## config.mk

```make
export PLATFORM = sky130hd
export DESIGN_NAME = fetch_queue
export DESIGN_NICKNAME = d
export VERILOG_FILES = /design/src/rtl/fetch_queue_pkg.sv /design/src/rtl/fq_ram.sv /design/src/rtl/fetch_queue.sv
export SDC_FILE = /design/constraint.sdc
export NUM_CORES = 1
export LEC_CHECK = 0
export CAP_MARGIN = 20
export CORE_UTILIZATION = 30
export CTS_CLUSTER_DIAMETER = 150
export DETAILED_ROUTE_END_ITERATION = 8
export SLEW_MARGIN = 25
export SYNTH_ARGS = -nofsm -noshare
export SYNTH_HDL_FRONTEND = slang
export SYNTH_SLANG_ARGS = --single-unit
```

## constraint.sdc

```tcl
create_clock -name clk -period 20.5 [get_ports clk]
set_input_delay 2.05 -clock clk [delete_from_list [all_inputs] [get_ports clk]]
set_output_delay 2.05 -clock clk [all_outputs]
set_load 0.01 [all_outputs]
```

## src/rtl/fetch_queue_pkg.sv

```systemverilog
// Shared constants and types for the instruction fetch queue.
// InstAddrBus / InstBus are the default address and instruction widths.
package fetch_queue_pkg;

  localparam int InstAddrBus = 32;
  localparam int InstBus     = 32;
  localparam int PC_INC      = 4;
  localparam int ENTRY_W     = InstAddrBus + InstBus;

  // What a taken redirect does to the queue contents and the fetch PC
  typedef enum logic [2:0] {
    REDIR_NONE,
    REDIR_FLUSH,
    REDIR_KEEP_QUEUED,
    REDIR_KEEP_INFLIGHT,
    REDIR_FETCH_SUCC
  } redir_e;

endpackage

```

## src/rtl/fq_ram.sv

```systemverilog
// Circular register array holding {pc, inst} entries for the fetch queue.
// Pointers carry one extra wrap bit so full and empty are distinguishable.
// With FETCH_QUEUE_DELAY_SLOT_EN defined, also exposes the pc of the entry
// behind the head so the parent can tell whether a delay slot is queued.
module fq_ram
  import fetch_queue_pkg::*;
#(
  parameter int DEPTH = 4,
  parameter int W     = ENTRY_W
`ifdef FETCH_QUEUE_DELAY_SLOT_EN
  , parameter int TAG_W = InstAddrBus
`endif
) (
  input  logic                     clk,
  input  logic                     rst,
  input  logic                     push,
  input  logic                     pop,
  input  logic                     trunc,
  input  logic                     keep,
  input  logic [W-1:0]             wdata,
  output logic [W-1:0]             head_data,
`ifdef FETCH_QUEUE_DELAY_SLOT_EN
  output logic [TAG_W-1:0]         next_tag,
`endif
  output logic [$clog2(DEPTH):0]   count
);

  localparam int AW = $clog2(DEPTH);
  localparam int PW = AW + 1;

  logic [W-1:0]  mem_q [DEPTH];
  logic [W-1:0]  mem_d [DEPTH];
  logic [AW:0]   head_q, head_d;
  logic [AW:0]   tail_q, tail_d;
  logic [AW:0]   tail_base;

  // Pointer update; a truncate rebases the tail just behind the kept entries
  always_comb begin
    head_d    = head_q + PW'(pop);
    tail_base = trunc ? (head_d + PW'(keep)) : tail_q;
    tail_d    = tail_base + PW'(push);
    mem_d     = mem_q;
    if (push) begin
      mem_d[tail_base[AW-1:0]] = wdata;
    end
  end

  // Pointers clear asynchronously so occupancy drops to zero at once
  always_ff @(posedge clk or negedge rst) begin
    if (!rst) begin
      head_q <= '0;
      tail_q <= '0;
    end else begin
      head_q <= head_d;
      tail_q <= tail_d;
    end
  end

  // Entry storage needs no reset; outputs are qualified by occupancy
  always_ff @(posedge clk) begin
    mem_q <= mem_d;
  end

  assign count     = tail_q - head_q;
  assign head_data = mem_q[head_q[AW-1:0]];

`ifdef FETCH_QUEUE_DELAY_SLOT_EN
  logic [AW-1:0] next_idx;
  assign next_idx = head_q[AW-1:0] + AW'(1);
  assign next_tag = mem_q[next_idx][W-1:W-TAG_W];
`endif

endmodule

```

## src/rtl/fetch_queue.sv

```systemverilog
// Instruction fetch queue: issues sequential ROM fetches, buffers
// {pc, inst} pairs and presents the head to decode.
// Macro FETCH_QUEUE_DELAY_SLOT_EN: when defined a redirect keeps the MIPS
// branch delay slot (popped pc + 4); otherwise a redirect flushes everything.
module fetch_queue
  import fetch_queue_pkg::*;
#(
  parameter int              ADDR_W   = InstAddrBus,
  parameter int              INST_W   = InstBus,
  parameter int              DEPTH    = 4,
  parameter logic [ADDR_W-1:0] RESET_PC = '0
) (
  input  logic                   clk,
  input  logic                   rst,
  output logic                   rom_ce,
  output logic [ADDR_W-1:0]      rom_addr,
  input  logic [INST_W-1:0]      rom_inst,
  input  logic                   stall,
  input  logic                   branch_flag,
  input  logic [ADDR_W-1:0]      branch_target,
  output logic                   id_valid,
  output logic [ADDR_W-1:0]      id_pc,
  output logic [INST_W-1:0]      id_inst,
  output logic [$clog2(DEPTH):0] count
);

  localparam int CW = $clog2(DEPTH) + 1;
  localparam int OW = CW + 1;
  localparam int EW = ADDR_W + INST_W;

  logic [ADDR_W-1:0] pc_q, pc_d;
  logic [ADDR_W-1:0] inflight_pc_q, inflight_pc_d;
  logic [ADDR_W-1:0] pending_target_q, pending_target_d;
  logic              inflight_q, inflight_d;
  logic              pending_q, pending_d;
  logic              push, pop, trunc, keep, redirect;
  logic [EW-1:0]     head_data;
  logic [ADDR_W-1:0] head_pc;
  logic [ADDR_W-1:0] succ_pc;
  logic [OW-1:0]     occupancy;
  redir_e            redir_kind;
`ifdef FETCH_QUEUE_DELAY_SLOT_EN
  logic [ADDR_W-1:0] next_tag;
`endif

  assign head_pc   = head_data[EW-1:INST_W];
  assign succ_pc   = head_pc + ADDR_W'(PC_INC);
  assign id_valid  = (count != '0);
  assign id_pc     = id_valid ? head_pc : '0;
  assign id_inst   = id_valid ? head_data[INST_W-1:0] : '0;
  assign pop       = id_valid && !stall;
  assign redirect  = pop && branch_flag;
  assign occupancy = {1'b0, count} + OW'(inflight_q);
  assign rom_ce    = rst && !redirect && (occupancy < OW'(DEPTH));
  assign rom_addr  = rom_ce ? pc_q : '0;

  // Decide how a redirect treats the popped instruction's successor
  always_comb begin
    redir_kind = REDIR_NONE;
    if (redirect) begin
`ifdef FETCH_QUEUE_DELAY_SLOT_EN
      if ((count >= CW'(2)) && (next_tag == succ_pc)) begin
        redir_kind = REDIR_KEEP_QUEUED;
      end else if (inflight_q && (inflight_pc_q == succ_pc)) begin
        redir_kind = REDIR_KEEP_INFLIGHT;
      end else begin
        redir_kind = REDIR_FETCH_SUCC;
      end
`else
      redir_kind = REDIR_FLUSH;
`endif
    end
  end

  // Fetch PC, in-flight tracking, queue write control and pending redirect
  always_comb begin
    pc_d             = pc_q;
    inflight_d       = rom_ce;
    inflight_pc_d    = rom_ce ? pc_q : inflight_pc_q;
    pending_d        = pending_q;
    pending_target_d = pending_target_q;
    push             = inflight_q;
    trunc            = 1'b0;
    keep             = 1'b0;
    if (rom_ce) begin
      if (pending_q) begin
        pc_d      = pending_target_q;
        pending_d = 1'b0;
      end else begin
        pc_d = pc_q + ADDR_W'(PC_INC);
      end
    end
    case (redir_kind)
      REDIR_FLUSH: begin
        trunc     = 1'b1;
        push      = 1'b0;
        pending_d = 1'b0;
        pc_d      = branch_target;
      end
      REDIR_KEEP_QUEUED: begin
        trunc     = 1'b1;
        keep      = 1'b1;
        push      = 1'b0;
        pending_d = 1'b0;
        pc_d      = branch_target;
      end
      REDIR_KEEP_INFLIGHT: begin
        trunc     = 1'b1;
        pending_d = 1'b0;
        pc_d      = branch_target;
      end
      REDIR_FETCH_SUCC: begin
        trunc            = 1'b1;
        push             = 1'b0;
        pending_d        = 1'b1;
        pending_target_d = branch_target;
        pc_d             = succ_pc;
      end
      default: ;
    endcase
  end

  // Control state; reset drops any in-flight response and pending redirect
  always_ff @(posedge clk or negedge rst) begin
    if (!rst) begin
      pc_q             <= RESET_PC;
      inflight_q       <= 1'b0;
      inflight_pc_q    <= '0;
      pending_q        <= 1'b0;
      pending_target_q <= '0;
    end else begin
      pc_q             <= pc_d;
      inflight_q       <= inflight_d;
      inflight_pc_q    <= inflight_pc_d;
      pending_q        <= pending_d;
      pending_target_q <= pending_target_d;
    end
  end

  fq_ram #(
    .DEPTH (DEPTH),
    .W     (EW)
`ifdef FETCH_QUEUE_DELAY_SLOT_EN
    , .TAG_W (ADDR_W)
`endif
  ) u_ram (
    .clk       (clk),
    .rst       (rst),
    .push      (push),
    .pop       (pop),
    .trunc     (trunc),
    .keep      (keep),
    .wdata     ({inflight_pc_q, rom_inst}),
    .head_data (head_data),
`ifdef FETCH_QUEUE_DELAY_SLOT_EN
    .next_tag  (next_tag),
`endif
    .count     (count)
  );

endmodule

```

[Word level (Yosys, flattened, before mapping)]
Index checks and enable logic that the tools add are counted.
Word-level totals
  logic and storage cells: 59
  flip-flop bits (word level): 360
  output and inout bits: 101
  input port bits: 68
Operators by class
  bitwise logic cells: 2
  add/sub/neg operators: 7
  order comparisons: 4
  mux-type cells: 19
  reductions and logical operators: 12
  equal/unequal tests: 4
Operator list (count)
  bitwise mux 256 bit: 1
  two-way mux 64 bit: 3
  two-way mux 32 bit: 5
  binary-select mux 64 bit (select 2 bit): 1
  demux 64 bit (select 2 bit): 1
  adder 32 x 3 -> 32 bit, second input constant: 2
  case mux 32 bit (2 select lines): 1
  adder 3 x 1 -> 3 bit: 3
  greater-or-equal comparator 3 bit, second input constant: 2
  inverter 2 -> 3 bit: 2
  nonzero test 3 bit: 2
  OR reduction 3 bit: 2
  logical AND 1 bit: 5
  two-way mux 1 bit: 5
  adder 3 x 1 -> 4 bit: 1
  equality test 1 x 2 -> 1 bit, second input constant: 2
  less-than comparator 4 x 3 -> 1 bit, second input constant: 1
  OR reduction 4 bit: 1
  equality test 1 x 3 -> 1 bit, second input constant: 1
  less-than comparator 3 x 1 -> 1 bit, second input constant: 1
  two-way mux 3 bit: 1
  subtractor 3 bit: 1
  logical NOT 1 bit: 2
  case mux 1 bit (2 select lines): 1
  equality test 1 bit, second input constant: 1

[Depth between registers and ports, before layout]
Gate-level depths: netlist (run 1).
  depth after elaboration: 15
  gate-level depth with buffers: 11
  depth with buffers taken out: 10

[Hierarchy]
From an unflattened synthesis (run 1), not the netlist that was laid out.
Unflattened totals
  cells, all modules: 768
  area total of the unflattened synthesis: 13382.8 µm²
By module, submodules not included
  fq_ram: sequential area each 7837.5 µm², instances 1, area an instance 9746.8 µm², cells each 374
  fetch_queue: sequential area each 1626.6 µm², instances 1, area an instance 3636.0 µm², cells each 394

[Worst setup path after synthesis (run 1)]
No wires, ideal clock.
  kind: input to register
  from: input port stall
  to: register u_ram.mem_q[192] (netlist bit) (enable)
  data arrival time: 8.929 ns
  slack: 10.905 ns
  setup time: 0.666 ns
  data required time: 19.834 ns
  buffers on the path: 0
  stages on the path: 3
  cells stage by stage: nand2b_1 a21oi_1 nor4b_1
Between the ends
  cells in the longest elaborated chain, start to end: 7
  elaborated cells between the ends (all ways): 9
  classes of those cells: eq/ne (3); mux (2); reduce/logical (4)
RTL lines
  start: declaration: line fetch_queue.sv:18  | input logic stall,
  logical NOT 1 bit *: line fetch_queue.sv:51  | assign pop = id_valid && !stall;
  logical AND 1 bit *: line fetch_queue.sv:51
  logical AND 1 bit *: line fetch_queue.sv:52  | assign redirect = pop && branch_flag;
  two-way mux 1 bit *: line fetch_queue.sv:60  | if (redirect) begin
  equality test 1 x 3 -> 1 bit (tied with other cells): line fetch_queue.sv:93  | case (redir_kind)
  OR reduction 3 bit (no source line) *
  two-way mux 1 bit *: line fetch_queue.sv:93
  end signal: assignment: line fq_ram.sv:61  | mem_q <= mem_d;
  end: declaration: line fq_ram.sv:31  | logic [W-1:0] mem_q [DEPTH];
Every way passes the cells marked *; elsewhere a longest branch is shown, timed or not.
A chain may end at the register's enable or synchronous reset.

[Worst setup path after layout (run 1)]
  from: input port stall
  to: output port rom_addr[31]
Between the ends
  cells in the longest elaborated chain, start to end: 7
RTL lines
  logical NOT 1 bit: line fetch_queue.sv:51
  logical AND 1 bit: line fetch_queue.sv:51
  logical AND 1 bit: line fetch_queue.sv:52
  logical NOT 1 bit: line fetch_queue.sv:54  | assign rom_ce = rst && !redirect && (occupancy < OW'(DEPTH));
  logical AND 1 bit (2 in a row): line fetch_queue.sv:54
  two-way mux 32 bit: line fetch_queue.sv:55  | assign rom_addr = rom_ce ? pc_q : '0;
  end: declaration: line fetch_queue.sv:16  | output logic [ADDR_W-1:0] rom_addr,
Every way passes these cells.

==> flow_metrics.py, run 1 <==
metrics = {
    "power": {
        "p_per_area_mw_per_mm2": 167,
        "power.total_mw": 2.81,
        "p_leak_nw": 5.86,
        "vdd_drop_max_v": 0.0000880,
    },
    "cells_and_area": {
        "stdcell_area_mm2": 0.0169,
        "final_layout_size_suffix_gt1_frac": 0.155,
        "area_growth_syn_to_layout_pct": 28.1,
        "fillers": 4075,
        "final_util": 0.391,
        "layout.nets": 1031,
    },
    "die": {
        "rows": 76,
        "die_y_um": 212,
        "pin_count": 169,
        "fp.dieW_um": 212,
        "start_util": 0.305,
        "die_area_mm2": 0.0448,
        "coreArea_mm2": 0.0432,
    },
    "global_routing": {
        "grt_max_degree": 67,
        "grt_pass1_vias": 7752,
        "antenna_found_initial": 2,
        "grtUsageTotal": 0.147,
        "overflow": 0,
        "grt_pass1_wl_mm": 48.1,
    },
    "clocking": {
        "cts_tree": "built",
        "clk_pin_slew_ns": 0.05,
        "clock-sinks": 327,
        "cts_resized": 0,
        "cts_root_buf": "clkbuf_16",
        "htree_levels": 2,
        "clkLatencyLatePin_ns": 0.54,
        "ctsLongestPathBuffers": 3,
        "cts-buffers-inserted": 38,
        "cts_hold_buffers": 0,
        "post-cts-setup-buffer-count": 0,
    },
    "sta": {
        "finalCriticalPeriod_ns": 6.36,
        "finalCritPeriodShare": 0.310,
        "setup_tns_ns": 0,
        "whs_ns": 0.505,
        "hold_violations": 0,
        "timing.fmax_mhz": 157,
        "tightest_slew_ns": 0.841,
        "rsz0062_at_grt": "no",
        "slew_viol_final": 0,
        "relSlewSlack": 0.439,
        "setup_viol": 0,
        "skew_ns": 0.0128,
    },
    "yosys": {
        "synth-main-ff-cell": "edfxtp_1",
        "yosysTopAreaCell": "edfxtp_1",
        "ys_warn_count": 0,
        "netlist_instances": 774,
        "synth_fp_nets": 848,
        "synthesis.area_mm2": 0.0132,
        "synth_area_leaders": "edfxtp_1 58%, dfrtp_1 13%, mux4_2 11%, and2_1 4.4%, a21o_1 1.8%",
        "avgSynthCellArea_um2": 17.0,
        "async_flop_share": 0.217,
        "yosysMostFrequentCell": "edfxtp_1",
        "ys_seq_area_frac": 0.718,
        "synth-seq-cells": 327,
        "ys_types": 42,
        "synthTopCellsByCount": "256 x edfxtp_1, 92 x and2_1, 71 x dfrtp_1",
        "synth_edf_count": 256,
        "netlist.area_leader.share": 0.584,
    },
    "run_status": {
        "outcome": "finished, final reports clean",
    },
    "setup_path": {
        "end_kind": "output pin",
        "required_ns": 18.45,
        "cp_max_fo": 30,
        "r2r_slack_ns": 16.06,
        "cp.arrival_ns": 4.31,
        "startpoint_type": "primary input",
        "path_class": "primary input to output pin",
    },
    "detailed_routing": {
        "wirelength_mm": 31.9,
        "drt-pass1-iter-count": 4,
        "num_vias": 7294,
        "wire_per_inst_um": 20.3,
        "drc": 0,
        "vias_per_cell": 4.64,
        "initialDrtViolationCount": 414,
        "ant_nets": 0,
    },
    "hold_path": {
        "holdCritPathClass": "register to register",
    },
    "flow_run": {
        "maxCapViolCount": 0,
    },
    "place": {
        "gp_congestion": 0.738,
        "portBuffers": 168,
        "dpl.hpwl_mm": 19.8,
        "place_area_mm2": 0.0156,
    },
}
-- worst max-delay path: stages --
cell and delay (ns):
clkdlybuf4s50_1 0.49, nand2b_1 0.25, o2111ai_4 0.14, inv_2 0.47, and2_1 0.26, clkdlybuf4s50_1 0.62
-- through the flow --
step / cells / setup slack (ns)
floorplan: 774 / 10.91
global placement: 1502 / 13.80
detailed placement: 1502 / 13.74
CTS: 1572 / 13.74
global route: 1572 / 14.03
finish: 1573 / 14.14
-- state kept, by name (all words and copies together), names as in the netlist --
register       flops
inflight_q         1
u_ram.tail_q       3
inflight_pc_q     32
u_ram.head_q       3
pc_q              32
u_ram.mem_q      256
-- cell type report --
type / instances / area (µm²) / area share
Timing Repair Buffer: 181 / 1780 / 0.105
Clock inverter: 12 / 120 / 0.00712
Multi-Input combinational cell: 398 / 3570 / 0.212
Inverter: 11 / 41.3 / 0.00245
Clock buffer: 58 / 1160 / 0.0688
Antenna cell: 1 / 2.50 / 0.000148
Tap cell: 585 / 732 / 0.0434
Sequential cell: 327 / 9470 / 0.561
-- path summary, 6_finish.rpt --
kind	cells after the start	from	to
worst max-delay path	6	stall	rom_addr[31]
worst min-delay path	2	pc_q[0]	pc_q[0]
worst max register to register	8	u_ram.head_q[0]	u_ram.mem_q[110]
worst min register to register	2	pc_q[0]	pc_q[0]
max in group asynchronous	2	rst	inflight_pc_q[24]
min in group asynchronous	1	rst	inflight_pc_q[7]
-- cell usage in the layout (no fill, tap or decap), drive strengths merged, types with 8 or more instances in the layout --
cell type,count
a21o,32
and2,92
buf,14
clkbuf,58
clkdlybuf4s50,167
dfrtp,71
edfxtp,256
inv,11
mux4,64
nand2,55
nand3,16
nand4,11
nor2,18
o21ai,30
xnor2,18
xor2,8
-- metal layers --
metal	track usage	vias up	share of wire
met5	0	-	0.00085
met4	0.0502	4	0.022
met3	0.0372	46	0.061
met2	0.241	199	0.49
met1	0.189	3711	0.43
li1	-	3334	-
-- kinds of logic after synthesis --
logic type                 share of synthesized area
muxes                                          0.109
xor gates and xnor gates                      0.0191
and+or+nand+nor                               0.0927
buffers and inverters                         0.0148
adders and majority gates                    0.00627
DFF                                            0.718
AOI/OAI and AO/OA                             0.0393
-- power breakdown --
group          total [mW]  switching, mW  internal, mW
clock               0.677          0.260         0.417
combinational        1.13          0.538         0.591
sequential           1.01          0.129         0.878
Note: power is estimated with default switching activity, not from simulation.
==> run 2, diff against run 1 <==
Clock period 20.5 ns to 5.99 ns, I/O delays scaled along.
==> run 2 against run 1 <==
Non-clock buffer count stayed put. Power grew to 3.3 times the previous value. Sequential power grew to 3.4 times the previous value. Sequential share of layout area is 0.54 points higher. Critical path depth is 1 higher. Register-to-register slack worse by 14 ns. Critical path type is now register to output pin. Largest power group unchanged.
==> flow_metrics.py, run 2 (synthesized netlist as in run 1, its figures left out) <==
metrics = {
    "global_routing": {
        "overflow": 0,
        "antenna_found_initial": 1,
        "grt_pass1_wl_mm": 48.8,
        "grt_pass1_vias": 7760,
        "grt_max_degree": 67,
        "grtUsageTotal": 0.148,
    },
    "detailed_routing": {
        "wire_per_inst_um": 20.4,
        "vias_per_cell": 4.70,
        "drt-pass1-iter-count": 4,
        "drc": 0,
        "wirelength_mm": 32.1,
        "ant_nets": 0,
        "num_vias": 7367,
        "initialDrtViolationCount": 466,
    },
    "setup_path": {
        "crit_end": "id_pc[16]",
        "required_ns": 5.39,
        "path_cells": "ha_1 -> fa_1 -> xnor3_2 -> nand2_2 -> buf_4 -> and2_1 -> clkdlybuf4s50_1",
        "path_class": "register to output pin",
        "end_kind": "output pin",
        "cp-startpoint": "u_ram.head_q[0]",
        "cp.depth": 7,
        "crit_family": "buffers and inverters",
        "reg2regPathDepth": 7,
        "cp_max_fo": 38,
        "r2r_start": "u_ram.head_q[0]",
        "crit_buf_inv": 2,
        "cp.arrival_ns": 4.17,
        "cpPeakStageDelay_ns": 0.68,
        "r2r_slack_ns": 1.73,
        "r2r_end": "u_ram.mem_q[113]",
        "startpoint_type": "register",
        "slowest_stage": "dfrtp_4",
    },
    "sta": {
        "timing.fmax_mhz": 210,
        "setup_viol": 0,
        "setup_tns_ns": 0,
        "tightest_slew_ns": 0.891,
        "skew_ns": 0.0173,
        "slew_viol_final": 0,
        "finalCriticalPeriod_ns": 4.77,
        "finalCritPeriodShare": 0.796,
        "hold_violations": 0,
        "whs_ns": 0.475,
        "relSlewSlack": 0.406,
        "rsz0062_at_grt": "no",
    },
    "clocking": {
        "htree_levels": 2,
        "cts-buffers-inserted": 37,
        "cts_tree": "built",
        "cts_resized": 0,
        "clk_pin_slew_ns": 0.06,
        "cts_root_buf": "clkbuf_16",
        "clock-sinks": 327,
        "ctsLongestPathBuffers": 3,
        "clkLatencyLatePin_ns": 0.54,
    },
    "die": {
        "rows": 76,
        "die_area_mm2": 0.0448,
        "pin_count": 169,
        "start_util": 0.305,
        "fp.dieW_um": 212,
        "coreArea_mm2": 0.0432,
        "die_y_um": 212,
    },
    "power": {
        "vdd_drop_max_v": 0.000319,
        "p_per_area_mw_per_mm2": 561,
        "p_leak_nw": 5.77,
        "power.total_mw": 9.38,
    },
    "cells_and_area": {
        "multi_input_area_mm2": 0.00358,
        "layout.nets": 1030,
        "final_layout_size_suffix_gt1_frac": 0.146,
        "final_util": 0.387,
        "regMostFlops": "u_ram.mem_q",
        "largest_register_ffs": 256,
        "fillers": 4079,
        "final_common_cell": "edfxtp_1",
        "final_cell_mix": "256 x edfxtp_1, 167 x clkdlybuf4s50_1, 92 x and2_1, 69 x dfrtp_1, 64 x mux4_2",
        "area_growth_syn_to_layout_pct": 26.9,
        "largestRegisters": "u_ram.mem_q x256, inflight_pc_q x32, pc_q x32",
        "antenna_cells": 0,
        "seq_area_mm2": 0.00947,
    },
    "flow_run": {
        "maxCapViolCount": 0,
    },
    "hold_path": {
        "holdCritPathClass": "register to register",
    },
    "run_status": {
        "outcome": "finished, final reports clean",
    },
    "place": {
        "gp_congestion": 0.770,
        "dpl.hpwl_mm": 19.8,
        "portBuffers": 168,
    },
}
-- run 2: changes by cell type in the layout (fill, tap and decap cells not counted), moves of 3 or more --
cell and change:
clkinv_1 +3, buf_4 -4, clkbuf_8 -3, clkbuf_16 -5
-- run 2: worst min path at each step --
| stage | to | start | slack [ns] | cells after the start |
|---|---|---|---|---|
| after floorplan | inflight_pc_q[0] | rst | 0.30 | 0 |
| after global routing | pc_q[1] | pc_q[1] | 0.49 | 2 |
| after CTS | pc_q[1] | pc_q[1] | 0.48 | 2 |
| after detailed placement | pc_q[1] | pc_q[1] | 0.46 | 2 |
| after global placement | pc_q[0] | pc_q[0] | 0.46 | 2 |
| final | pc_q[1] | pc_q[1] | 0.47 | 2 |
-- run 2: layer usage --
metal | track usage | up-vias | part of all wire
met5 | 0 | - | 0.00037
met4 | 0.0365 | 2 | 0.017
met3 | 0.0399 | 45 | 0.064
met2 | 0.238 | 221 | 0.48
met1 | 0.198 | 3766 | 0.44
li1 | - | 3333 | -
-- run 2: worst reg2reg max path, delay by kind of cell (launching register included) --
family	cells	cell delay (ns)
xor gates and xnor gates	1	0.54
adders and majority gates	2	0.67
buffers and inverters	1	0.38
DFF	1	0.68
and+or+nand+nor	3	1.67
-- run 2: power breakdown --
part           total, mW  switching (mW)  internal, mW
clock               2.04           0.874          1.17
combinational       3.92            1.89          2.03
sequential          3.42           0.417          3.01
total               9.38            3.18          6.21
-- run 2: repair_timing --
item,in CTS,in global routing
hold buffers,1,0
buffers inserted,0,0
endpoints found under the hold margin,22,0
-- run 2: through the flow --
stage / worst slack, ns / instances / cell area [µm²]
floorplan: 0.273 / 774 / 13200
global placement: 1.61 / 1501 / 15600
detailed placement: 1.55 / 1501 / 15600
CTS: 1.05 / 1568 / 16700
global route: 0.924 / 1568 / 16700
finish: 1.22 / 1568 / 16700
-- run 2: area by class of cell --
type | instances | share of cell area
repair buffers | 181 | 0.108
clock buffers | 51 | 0.0597
well taps | 585 | 0.0438
flip-flops and latches | 327 | 0.567
inverters | 11 | 0.00247
clock inverters | 15 | 0.00524
multi-input cells | 398 | 0.214
==> run 3, diff against run 2 <==
Clock period 5.99 ns to 4.3 ns, I/O delays scaled along.
==> run 3 against run 2 <==
Utilization rose by 0.42 points. Largest cell class unchanged. Clock skew fell by 0.0071 ns. Die area did not move. Combinational power grew 42%. First-iteration DRC count grew 13%. Non-clock buffer count is 9 higher. Setup slack got worse by 1.0 ns. Critical path depth did not move. Largest power group unchanged. Via count up 0.33%. Power up 42%.
==> flow_metrics.py, run 3 (synthesized netlist as in run 1, its figures left out) <==
metrics = {
    "die": {
        "pin_count": 169,
        "die_area_mm2": 0.0448,
        "start_util": 0.305,
        "die_y_um": 212,
        "coreArea_mm2": 0.0432,
        "fp.dieW_um": 212,
        "rows": 76,
    },
    "setup_path": {
        "cp_max_fo": 25,
        "reg2regPathDepth": 7,
        "cp.arrival_ns": 3.67,
        "r2r_end": "u_ram.mem_q[65]",
        "cp-startpoint": "u_ram.head_q[0]",
        "end_kind": "output pin",
        "required_ns": 3.87,
        "crit_end": "rom_addr[22]",
        "r2r_start": "u_ram.head_q[0]",
        "r2r_slack_ns": 0.76,
        "startpoint_type": "register",
        "path_class": "register to output pin",
    },
    "cells_and_area": {
        "regMostFlops": "u_ram.mem_q",
        "layout.nets": 1038,
        "final_util": 0.391,
        "final_common_cell": "edfxtp_1",
        "largest_register_ffs": 256,
        "instances_no_fill": 1575,
        "final_layout_size_suffix_gt1_frac": 0.158,
        "area_growth_syn_to_layout_pct": 28.2,
        "final_cell_mix": "256 x edfxtp_1, 167 x clkdlybuf4s50_1, 92 x and2_1, 69 x dfrtp_1, 64 x mux4_2",
        "largestRegisters": "u_ram.mem_q x256, inflight_pc_q x32, pc_q x32",
        "antenna_cells": 0,
    },
    "sta": {
        "relSlewSlack": 0.466,
        "fin_ws_ns": 0.197,
        "finalCriticalPeriod_ns": 4.10,
        "slew_viol_final": 0,
        "rsz0062_at_grt": "no",
        "finalCritPeriodShare": 0.954,
        "setup_tns_ns": 0,
        "setup_viol": 0,
        "timing.fmax_mhz": 244,
        "hold_violations": 0,
        "skew_ns": 0.0103,
        "tightest_slew_ns": 0.794,
        "whs_ns": 0.411,
    },
    "detailed_routing": {
        "wirelength_mm": 31.7,
        "vias_per_cell": 4.69,
        "wire_per_inst_um": 20.1,
        "num_vias": 7391,
        "drc": 0,
        "drt-pass1-iter-count": 5,
        "ant_nets": 0,
        "initialDrtViolationCount": 526,
    },
    "clocking": {
        "clk_pin_slew_ns": 0.06,
        "cts_root_buf": "clkbuf_16",
        "clock-sinks": 327,
        "ctsLongestPathBuffers": 3,
        "htree_levels": 2,
        "cts_tree": "built",
        "cts-buffers-inserted": 36,
        "post-cts-setup-buffer-count": 0,
        "clkLatencyLatePin_ns": 0.51,
    },
    "place": {
        "dp_slack_ns": 0.679,
        "portBuffers": 168,
        "dp_cells": 1510,
        "gp_congestion": 0.751,
        "dpl.hpwl_mm": 20.1,
    },
    "flow_run": {
        "maxCapViolCount": 0,
    },
    "run_status": {
        "outcome": "finished, final reports clean",
    },
    "global_routing": {
        "grt_max_degree": 67,
        "grtUsageTotal": 0.145,
        "overflow": 0,
        "grt_pass1_wl_mm": 48.0,
        "grt_pass1_vias": 7703,
        "antenna_found_initial": 2,
    },
    "power": {
        "p_per_area_mw_per_mm2": 791,
        "p_leak_nw": 5.90,
        "vdd_drop_max_v": 0.000327,
    },
    "hold_path": {
        "holdCritPathClass": "primary input to async pin",
    },
}
run 3: how the worst min path moves through the flow:
stage | startpoint | to | depth (start not counted)
after floorplan | rst | inflight_pc_q[0] | 0
after global placement | rst | pc_q[31] | 1
final | rst | pc_q[31] | 2
after CTS | rst | inflight_pc_q[31] | 2
after detailed placement | rst | pc_q[31] | 1
after global routing | rst | inflight_pc_q[28] | 2
run 3: power breakdown:
group | internal [mW] | switching (mW) | total (mW)
logic | 2.91 | 2.66 | 5.57
clock network | 1.88 | 1.18 | 3.06
registers | 4.19 | 0.542 | 4.73
total | 8.98 | 4.39 | 13.4
run 3: what timing repair did:
item | in CTS | in global routing
hold buffers | 1 | 0
resized for setup | 0 | 0
hold endpoints to repair | 22 | 0
run 3: critical path, stage by stage, from the launching register on:
cell and delay [ns]:
dfrtp_4 0.66, ha_1 0.27, fa_1 0.36, xnor3_2 0.53, o2111ai_4 0.15, buf_4 0.27, nor2_1 0.29, clkdlybuf4s50_1 0.61
run 3: final cells by class:
cell class                      count  area [µm²]
Clock inverter                     19         189
Inverter                           11        41.3
Timing Repair Buffer              190        1890
Sequential cell                   327        9470
Clock buffer                       45         997
Tap cell                          585         732
Fill cell                        4086       26300
Multi-Input combinational cell    398        3580
run 3: per-layer routing:
layer  vias up  part of all wire  track usage
met1      3757              0.45        0.196
li1       3348                 -            -
met5         -                 0            0
met4         0             0.021       0.0390
met2       237              0.48        0.239
met3        49             0.052       0.0273
run 3: metrics by stage:
stage	area (µm²)	total power, mW
finish	16900	13.4
global route	16900	14.1
CTS	16900	13.6
detailed placement	15700	10.5
global placement	15700	10.4
floorplan	13200	7.55
